File: src/rtl/reg_wb_arbiter_pkg.sv
// Shared constants and types for the writeback arbiter and its scoreboard.
package reg_wb_arbiter_pkg;

  localparam int XLEN    = 32;
  localparam int REG_NUM = 32;
  localparam int AW      = 5;
  localparam int CW      = 16;

  localparam logic [AW-1:0]   ZERO_REG     = 5'd0;
  localparam logic [XLEN-1:0] ZERO_WORD    = 32'd0;
  localparam logic            WRITE_ENABLE = 1'b1;

  typedef enum logic [1:0] {
    SRC_NONE = 2'd0,
    SRC_LD   = 2'd1,
    SRC_MD   = 2'd2,
    SRC_EX   = 2'd3
  } wb_src_e;

  // True when at least two of the three producers are requesting.
  function automatic logic multi_valid(input logic a, input logic b, input logic c);
    return (a & b) | (a & c) | (b & c);
  endfunction

endpackage

File: src/rtl/reg_wb_arbiter_wb_scoreboard.sv
// Pending-write scoreboard for long-latency destinations, with operand busy lookup.
module reg_wb_arbiter_wb_scoreboard
  import reg_wb_arbiter_pkg::*;
(
  input  logic               clk,
  input  logic               rst,
  input  logic               set_valid_i,
  input  logic [AW-1:0]      set_rd_i,
  input  logic               clr_valid_i,
  input  logic [AW-1:0]      clr_rd_i,
  input  logic [AW-1:0]      chk_addr1_i,
  input  logic [AW-1:0]      chk_addr2_i,
  input  logic               fwd_we_i,
  input  logic [AW-1:0]      fwd_addr_i,
  output logic               busy1_o,
  output logic               busy2_o,
  output logic [REG_NUM-1:0] pending_o
);

  logic [REG_NUM-1:0] r_pending;
  logic [REG_NUM-1:0] w_pending_nxt;

  // The register file forwards the write in flight, so that cycle is not busy.
  function automatic logic busy_lookup(
    input logic [REG_NUM-1:0] pend,
    input logic [AW-1:0]      addr,
    input logic               fwd_we,
    input logic [AW-1:0]      fwd_addr
  );
    return pend[addr] && !(fwd_we && (fwd_addr == addr)) && (addr != ZERO_REG);
  endfunction

  // Set wins over clear; register 0 is never pending.
  always_comb begin
    w_pending_nxt = {REG_NUM{1'b0}};
    for (int i = 1; i < REG_NUM; i++) begin
      w_pending_nxt[i] = (set_valid_i && (set_rd_i == AW'(i))) ||
                         (r_pending[i] && !(clr_valid_i && (clr_rd_i == AW'(i))));
    end
  end

  always_ff @(posedge clk) begin
    if (rst) begin
      r_pending <= {REG_NUM{1'b0}};
    end else begin
      r_pending <= w_pending_nxt;
    end
  end

  assign busy1_o   = busy_lookup(r_pending, chk_addr1_i, fwd_we_i, fwd_addr_i);
  assign busy2_o   = busy_lookup(r_pending, chk_addr2_i, fwd_we_i, fwd_addr_i);
  assign pending_o = r_pending;

endmodule

File: src/rtl/reg_wb_arbiter.sv
// Writeback arbiter: merges ld/md/ex results onto the single register file write
// port through one registered stage, and tracks pending long-latency writes.
module reg_wb_arbiter
  import reg_wb_arbiter_pkg::*;
(
  input  logic               clk,
  input  logic               rst,
  input  logic               issue_valid_i,
  input  logic [AW-1:0]      issue_rd_i,
  input  logic               ex_valid_i,
  input  logic [AW-1:0]      ex_rd_i,
  input  logic [XLEN-1:0]    ex_data_i,
  output logic               ex_ready_o,
  input  logic               ld_valid_i,
  input  logic [AW-1:0]      ld_rd_i,
  input  logic [XLEN-1:0]    ld_data_i,
  output logic               ld_ready_o,
  input  logic               md_valid_i,
  input  logic [AW-1:0]      md_rd_i,
  input  logic [XLEN-1:0]    md_data_i,
  output logic               md_ready_o,
  input  logic [AW-1:0]      chk_addr1_i,
  input  logic [AW-1:0]      chk_addr2_i,
  output logic               busy1_o,
  output logic               busy2_o,
  output logic               we_o,
  output logic [AW-1:0]      waddr_o,
  output logic [XLEN-1:0]    wdata_o,
  output logic [REG_NUM-1:0] pending_o,
  output logic [CW-1:0]      conflict_cnt_o
);

  localparam logic [CW-1:0] CNT_MAX = {CW{1'b1}};
  localparam logic [CW-1:0] CNT_ONE = {{(CW-1){1'b0}}, 1'b1};

  wb_src_e         w_sel;
  logic [AW-1:0]   w_acc_rd;
  logic [XLEN-1:0] w_acc_data;
  logic            w_accept;
  logic            w_clr_valid;
  logic            w_multi;

  logic            r_we;
  logic [AW-1:0]   r_waddr;
  logic [XLEN-1:0] r_wdata;
  logic [CW-1:0]   r_conflict_cnt;

  // Fixed priority ld > md > ex; nothing is granted while in reset.
  always_comb begin
    w_sel = SRC_NONE;
    if (rst) begin
      w_sel = SRC_NONE;
    end else if (ld_valid_i) begin
      w_sel = SRC_LD;
    end else if (md_valid_i) begin
      w_sel = SRC_MD;
    end else if (ex_valid_i) begin
      w_sel = SRC_EX;
    end else begin
      w_sel = SRC_NONE;
    end
  end

  always_comb begin
    w_acc_rd   = ZERO_REG;
    w_acc_data = ZERO_WORD;
    case (w_sel)
      SRC_LD: begin
        w_acc_rd   = ld_rd_i;
        w_acc_data = ld_data_i;
      end
      SRC_MD: begin
        w_acc_rd   = md_rd_i;
        w_acc_data = md_data_i;
      end
      SRC_EX: begin
        w_acc_rd   = ex_rd_i;
        w_acc_data = ex_data_i;
      end
      default: begin
        w_acc_rd   = ZERO_REG;
        w_acc_data = ZERO_WORD;
      end
    endcase
  end

  assign ld_ready_o  = (w_sel == SRC_LD);
  assign md_ready_o  = (w_sel == SRC_MD);
  assign ex_ready_o  = (w_sel == SRC_EX);
  assign w_accept    = (w_sel != SRC_NONE);
  assign w_clr_valid = (w_sel == SRC_LD) || (w_sel == SRC_MD);
  assign w_multi     = multi_valid(ld_valid_i, md_valid_i, ex_valid_i);

  // rd=0 results are consumed but leave address/data untouched.
  always_ff @(posedge clk) begin
    if (rst) begin
      r_we    <= 1'b0;
      r_waddr <= ZERO_REG;
      r_wdata <= ZERO_WORD;
    end else if (w_accept && (w_acc_rd != ZERO_REG)) begin
      r_we    <= WRITE_ENABLE;
      r_waddr <= w_acc_rd;
      r_wdata <= w_acc_data;
    end else begin
      r_we    <= 1'b0;
    end
  end

  always_ff @(posedge clk) begin
    if (rst) begin
      r_conflict_cnt <= {CW{1'b0}};
    end else if (w_multi && (r_conflict_cnt != CNT_MAX)) begin
      r_conflict_cnt <= r_conflict_cnt + CNT_ONE;
    end else begin
      r_conflict_cnt <= r_conflict_cnt;
    end
  end

  reg_wb_arbiter_wb_scoreboard u_wb_scoreboard (
    .clk         (clk),
    .rst         (rst),
    .set_valid_i (issue_valid_i),
    .set_rd_i    (issue_rd_i),
    .clr_valid_i (w_clr_valid),
    .clr_rd_i    (w_acc_rd),
    .chk_addr1_i (chk_addr1_i),
    .chk_addr2_i (chk_addr2_i),
    .fwd_we_i    (r_we),
    .fwd_addr_i  (r_waddr),
    .busy1_o     (busy1_o),
    .busy2_o     (busy2_o),
    .pending_o   (pending_o)
  );

  assign we_o           = r_we;
  assign waddr_o        = r_waddr;
  assign wdata_o        = r_wdata;
  assign conflict_cnt_o = r_conflict_cnt;

endmodule

File: config.mk
export PLATFORM = sky130hd
export DESIGN_NAME = reg_wb_arbiter
export DESIGN_NICKNAME = d
export VERILOG_FILES = /design/src/rtl/reg_wb_arbiter_pkg.sv /design/src/rtl/reg_wb_arbiter_wb_scoreboard.sv /design/src/rtl/reg_wb_arbiter.sv
export SDC_FILE = /design/constraint.sdc
export NUM_CORES = 1
export LEC_CHECK = 0
export CAP_MARGIN = 20
export CORE_AREA = 2 2 110 112
export CTS_CLUSTER_DIAMETER = 100
export DETAILED_ROUTE_END_ITERATION = 6
export DIE_AREA = 0 0 112 114
export GPL_TIMING_DRIVEN = 0
export PLACE_DENSITY = 0.88
export SETUP_SLACK_MARGIN = 0.15
export SYNTH_ARGS = -nofsm -noshare
export SYNTH_HDL_FRONTEND = slang
export SYNTH_SLANG_ARGS = --single-unit
export TNS_END_PERCENT = 20
File: constraint.sdc
create_clock -name clk -period 5 [get_ports clk]
set_clock_uncertainty 0.1 [all_clocks]
set_input_delay 0.5 -clock clk [delete_from_list [all_inputs] [get_ports clk]]
set_output_delay 0.5 -clock clk [all_outputs]
set_load 0.01 [all_outputs]
# Yosys cells after proc, flatten, opt, wreduce, memory -nomap -nowiden
# Index checks and enable logic that the tools add are counted.
totals:
  register_bits: 86
  inputBits: 132
  output_inout_bits: 91
op_classes:
  add_sub_neg: 1
  n_lt_le_gt_ge: 2
  eq_ne: 68
  n_mux: 11
  bitwise: 5
  n_reduce_logical: 170
ops:
  columns: ["op", "n"]
  rows:
  - ["5-bit equality test (second input constant)", 32]
  - ["1-bit logical AND", 101]
  - ["32-bit case mux with 3 select lines", 1]
  - ["5-bit by 4-bit equality test with 1-bit output (second input constant)", 16]
  - ["5-bit by 3-bit equality test with 1-bit output (second input constant)", 8]
  - ["1-bit logical NOT", 33]
  - ["1-bit logical OR", 32]
  - ["5-bit by 2-bit equality test with 1-bit output (second input constant)", 4]
  - ["16-bit by 1-bit adder with 16-bit output (second input constant)", 1]
  - ["16-bit inequality test (second input constant)", 1]
  - ["5-bit case mux with 3 select lines", 1]
  - ["5-bit nonzero test", 3]
  - ["5-bit by 6-bit less-than comparator with 1-bit output (second input constant)", 2]
  - ["1-bit binary-select mux with 5-bit select", 2]
  - ["5-bit by 1-bit equality test with 1-bit output (second input constant)", 2]
  - ["5-bit equality test", 2]
  - ["2-bit 2-to-1 mux", 4]
  - ["2-bit equality test (second input constant)", 2]
  - ["1-bit AND", 3]
  - ["1-bit 2-to-1 mux", 3]
  - ["2-bit by 1-bit equality test with 1-bit output (second input constant)", 1]
  - ["1-bit bitwise OR", 2]
  - ["2-bit nonzero test", 1]

# Longest topological paths before layout
logic_depth:
  depth_word: 11
  ltp_mapped: 8
  ltp_nobuf: 5

# Cells and area by module
# Synthesis repeated with hierarchy kept, for this count alone.
unflattened:
  hier_cells: 517
  area_unflattened_um2: 4579.4
by_module_without_submodules:
  columns: ["module", "n_inst", "cells_each", "area_each_um2", "seq_area_each_um2"]
  rows:
  - ["reg_wb_arbiter", 1, 284, 2598.7, 1081.0]
  - ["reg_wb_arbiter_wb_scoreboard", 1, 233, 1980.6, 620.6]

# Least setup slack after synthesis
# No wires, ideal clock.
synth_timing:
  kind: "input -> output"
  start: "input port chk_addr1_i[0]"
  end: "output port busy1_o"
  arrival_ns: 1.881
  t_required_ns: 4.400
  path_slack_ns: 2.519
  path_stages: 6
  path_buffers: 1
  cell_sequence: "buf_2 -> mux4_2 -> nor2b_1 -> nor3_1 -> a311o_1 -> and3_1"
synth_between:
  elab_chain_cells: 5
  word_cells_on_any_way: 8
synth_lines:
  columns: ["element", "line", "rtl"]
  rows:
  - ["start: declaration", "reg_wb_arbiter.sv:22", "input logic [AW-1:0] chk_addr1_i,"]
  - ["parallel branches: the longest is 4 deep, another holds 1-bit binary-select mux with 5-bit select", null, null]
  - ["1-bit logical AND *", "reg_wb_arbiter_wb_scoreboard.sv:30", "return pend[addr] && !(fwd_we && (fwd_addr == addr)) && (addr != ZERO_REG);"]
  - ["end: declaration", "reg_wb_arbiter.sv:24", "output logic busy1_o,"]
# Mark *: on every way between the ends. The select of a mux whose other input is x is not followed.

# Worst setup path in the final report
layout_timing:
  start: "input port ld_valid_i"
  end: "output port md_ready_o"
layout_between:
  elab_chain_cells: 3
layout_lines:
  columns: ["element", "line", "rtl"]
  rows:
  - ["start: declaration", "reg_wb_arbiter.sv:14", "input logic ld_valid_i,"]
  - ["2-bit 2-to-1 mux", "reg_wb_arbiter.sv:53", "end else if (ld_valid_i) begin"]
  - ["2-bit 2-to-1 mux", "reg_wb_arbiter.sv:51", "if (rst) begin"]
  - ["2-bit equality test", "reg_wb_arbiter.sv:88", "assign md_ready_o = (w_sel == SRC_MD);"]
  - ["end: declaration", "reg_wb_arbiter.sv:21", "output logic md_ready_o,"]
# Every way passes these cells.

==> results.txt <==
- The initial utilization of the core area, before any placement, comes to 43.94%.
- Share of Yosys cell area claimed by the top area cell type: 33.07%
- Number of nets in the finished design: 918
- Setup slack on the critical path of the routed design comes to 1770 ps.
- Share of the core filled with cells in the final layout: 66.32%
- The via count of the first global-routing pass is 5,511.
- Along the worst path, the maximum fanout reaches 10.
* Most common cell after layout, fill and taps aside: sky130_fd_sc_hd__clkdlybuf4s50_1
- Leaving out fill and tap cells, the most frequent cells in the layout are sky130_fd_sc_hd__clkdlybuf4s50_1 (214), sky130_fd_sc_hd__dfxtp_1 (85), sky130_fd_sc_hd__a21oi_1 (63).
* Post-layout min period: 3230 ps
- The tightest min-delay check is of the register to register type.
- Worst Setup Start Kind: input port
* Number of inserted diodes: 0
* Achievable frequency: 309.6 MHz
* Crit. End Element: output pin
* Maximum buffer depth of the clock tree: 2
- Flop and latch count out of synthesis: 85
- Cells with a size suffix above 1 make up 14.30% of the layout.
- Dividing the detail-routed via count by the number of cells gives 5.908.
* Pre-CTS WS: 1791 ps
- Detailed placement finished with a half-perimeter wire length of 14,070 um.
- DRC violations left: 0
* Number of flops mapped to enable cells by yosys: 0
* Placeable core region: 11,710 sq um
- Counting tap cells, the placed design contains a total of 921 instances.
* Post CTS Setup Buffer Count: 0
* I/O pin count: 223
- Die Outline Area: 12,770 sq um
- Netlist area before placement: 5146 sq um
* Worst slew margin relative to its limit: 49.88%
- Summed over all instances, the cell type with the most area after synthesis is sky130_fd_sc_hd__dfxtp_1.
- Synth Area in Simple Gates: 18.16%
- Number of cells produced by synthesis: 560
- For this design the static power due to leakage is 2.711 nW.
* Std-Cell Rows: 40
- Area share of xor/xnor cells in the synthesized design: 3.914%
* Violation count after the first detailed-routing iteration: 320
* Final hold violations: 0
- Height of the die: 114 um
- The filler cells instantiated in the layout total 956.
- After clock tree synthesis, the repair step resized 0 gates.
- Net count after synthesis: 693
- After synthesis, the cell types taking the most area are sky130_fd_sc_hd__dfxtp_1 (33%), sky130_fd_sc_hd__a221oi_2 (9.3%), sky130_fd_sc_hd__a21oi_1 (6.1%).
- Clock root buffer: sky130_fd_sc_hd__clkbuf_16
- The max-slew violation count was 0.
- After detailed routing, the average wire length per cell comes to 18.87 um.
* Via total after detailed routing: 5,536
- Part of the Yosys area used for sequential elements: 33.07%
* MaxCap Viol Count: 0
- For the pin with the worst max-slew slack, the measured transition is 750.2 ps.
* Count of buffers inserted at the top-level ports: 214
* Syn_area_per_cell: 9.190 sq um
- Share of synthesized area spent on multiplexers: 7.707%
- RSZ-0062 raised after global routing: false
* Critical path start-end classification: input port to output pin
- Peak VDD IR: 0.1601 mV
- Final total power: 1.887 mW
- The netlist uses 73 different library cells.
- Share of the cycle needed by the critical path after routing: 64.61%
- Post-synthesis compound-gate area fraction: 31.53%
- Warning count from the yosys run: 0
- Iteration count of the initial detailed-routing pass: 5
- TritonCTS built the clock tree.
* Post-synthesis to final-layout area growth: 50.94%
* Final setup violating endpoints: 0
- DRT antenna net count: 0
* Combinational family with the most area after synthesis: compound AO/OA/AOI/OAI gates
- The most used flip-flop cell after synthesis is sky130_fd_sc_hd__dfxtp_1.
* Cell Count, Final, Fillers Out: 937
- Entering global routing, the biggest net connects 14 pins.
- For this run the aggregate overflow at the end of global routing stands at 0.
- In this run the power density over the cells is 242.9 nW/um^2.
- Worst path required time: 4400 ps
- The tree built by TritonCTS fans out to 85 sinks.
* Final estimated routing congestion in global placement: 0.8845
* CTS HTree Levels: 3
- Post-route setup TNS: 0 ps
- The die is 112 um wide.
* Routed Wire Length: 17,680 um
- Arrival time of the worst setup path: 2630 ps
* Worst-Skew Late Latency: 330 ps
* Synth Area in Adders: 0.4619%
- Clock-pin slew reported for the worst setup and hold paths after clock tree synthesis: 60 ps
* Number of buffers inserted by hold repair at cts: 0
- The flow ran to the end, and the final reports show no timing, DRC or antenna violations.
- The first global-routing pass estimated 27,820 um of wire.
- Global routing used 26.97% of the available tracks across all layers.
- Initial antenna violation count: 0
- TritonCTS buffer count: 9
- Of all flip-flops after synthesis, the portion carrying an async set or reset was 0%.
worst paths after layout:
path / start / endpoint / slack [ps] / cells after the start
setup / recovery: ld_valid_i / md_ready_o / 1770 / 6
hold / removal: u_wb_scoreboard.pending_o[9] / u_wb_scoreboard.pending_o[9] / 430 / 2
setup reg to reg: conflict_cnt_o[8] / conflict_cnt_o[1] / 3090 / 5
hold reg to reg: u_wb_scoreboard.pending_o[9] / u_wb_scoreboard.pending_o[9] / 430 / 2
metrics by stage:
stage	cell area, sq um	hold WS [ps]
2_1_floorplan	5146	411.7
3_3_place_gp	7472	389.3
3_5_place_dp	7472	411.3
4_1_cts	7767	419.5
5_1_grt	7767	446.1
6_report	7767	427.2
critical path: stages:
cell	delay [ps]
sky130_fd_sc_hd__clkdlybuf4s50_1	470
sky130_fd_sc_hd__and2b_1	340
sky130_fd_sc_hd__and2_1	150
sky130_fd_sc_hd__clkbuf_1	280
sky130_fd_sc_hd__buf_2	290
sky130_fd_sc_hd__clkdlybuf4s50_1	590
kinds of logic after synthesis:
| group | Yosys count |
|---|---|
| compound gates | 204 |
| simple gates | 175 |
| flops | 85 |
| buf+inv | 46 |
| mux | 24 |
| xor+xnor | 23 |
| fa+ha+maj | 2 |
| other cells | 1 |
flip-flops by register name, indices dropped and copies added, names as in the netlist:
name and flops:
we_o 1, u_wb_scoreboard.pending_o 31, wdata_o 32, waddr_o 5, conflict_cnt_o 16
synth_stat cells (5+ instances only):
cell / number
sky130_fd_sc_hd__buf_4: 6
sky130_fd_sc_hd__o21ai_1: 13
sky130_fd_sc_hd__buf_6: 6
sky130_fd_sc_hd__o21ai_0: 22
sky130_fd_sc_hd__dfxtp_1: 85
sky130_fd_sc_hd__clkbuf_1: 14
sky130_fd_sc_hd__nand3_1: 8
sky130_fd_sc_hd__and2_1: 6
sky130_fd_sc_hd__mux2_2: 5
sky130_fd_sc_hd__nor2b_1: 11
sky130_fd_sc_hd__xnor2_1: 7
sky130_fd_sc_hd__a221oi_2: 32
sky130_fd_sc_hd__nor3_1: 8
sky130_fd_sc_hd__nand2b_1: 6
sky130_fd_sc_hd__a22o_1: 32
sky130_fd_sc_hd__a21oi_1: 63
sky130_fd_sc_hd__mux2i_1: 7
sky130_fd_sc_hd__and4_1: 5
sky130_fd_sc_hd__nand2_1: 40
sky130_fd_sc_hd__buf_2: 17
sky130_fd_sc_hd__mux4_2: 12
sky130_fd_sc_hd__nor2_1: 56
sky130_fd_sc_hd__xor2_1: 16
area by class of cell:
class | count | area (sq um) | share of cell area (%)
inverters | 2 | 7.507 | 0.09665
multi-input cells | 429 | 3183 | 40.98
plain buffers | 44 | 254.0 | 3.270
clock inverters | 3 | 45.04 | 0.5799
clock buffers | 13 | 250.2 | 3.222
repair buffers | 214 | 2142 | 27.58
flip-flops and latches | 85 | 1702 | 21.91
well taps | 147 | 183.9 | 2.368
power by group:
part	switching, mW	leakage [nW]	internal (mW)
combinational	0.224	1.88	0.255
sequential	0.0274	0.693	0.712
clock	0.267	0.136	0.402
routing by layer:
metal | vias up | part of all wire [%] | GRT usage (%)
met2 | 240 | 52 | 48.20
met3 | 24 | 7.2 | 5.367
li1 | 2582 | - | -
met4 | 0 | 2.1 | 11.63
met1 | 2690 | 39 | 31.57
met5 | - | 0 | 0
Note: power is estimated with default switching activity, not from simulation.
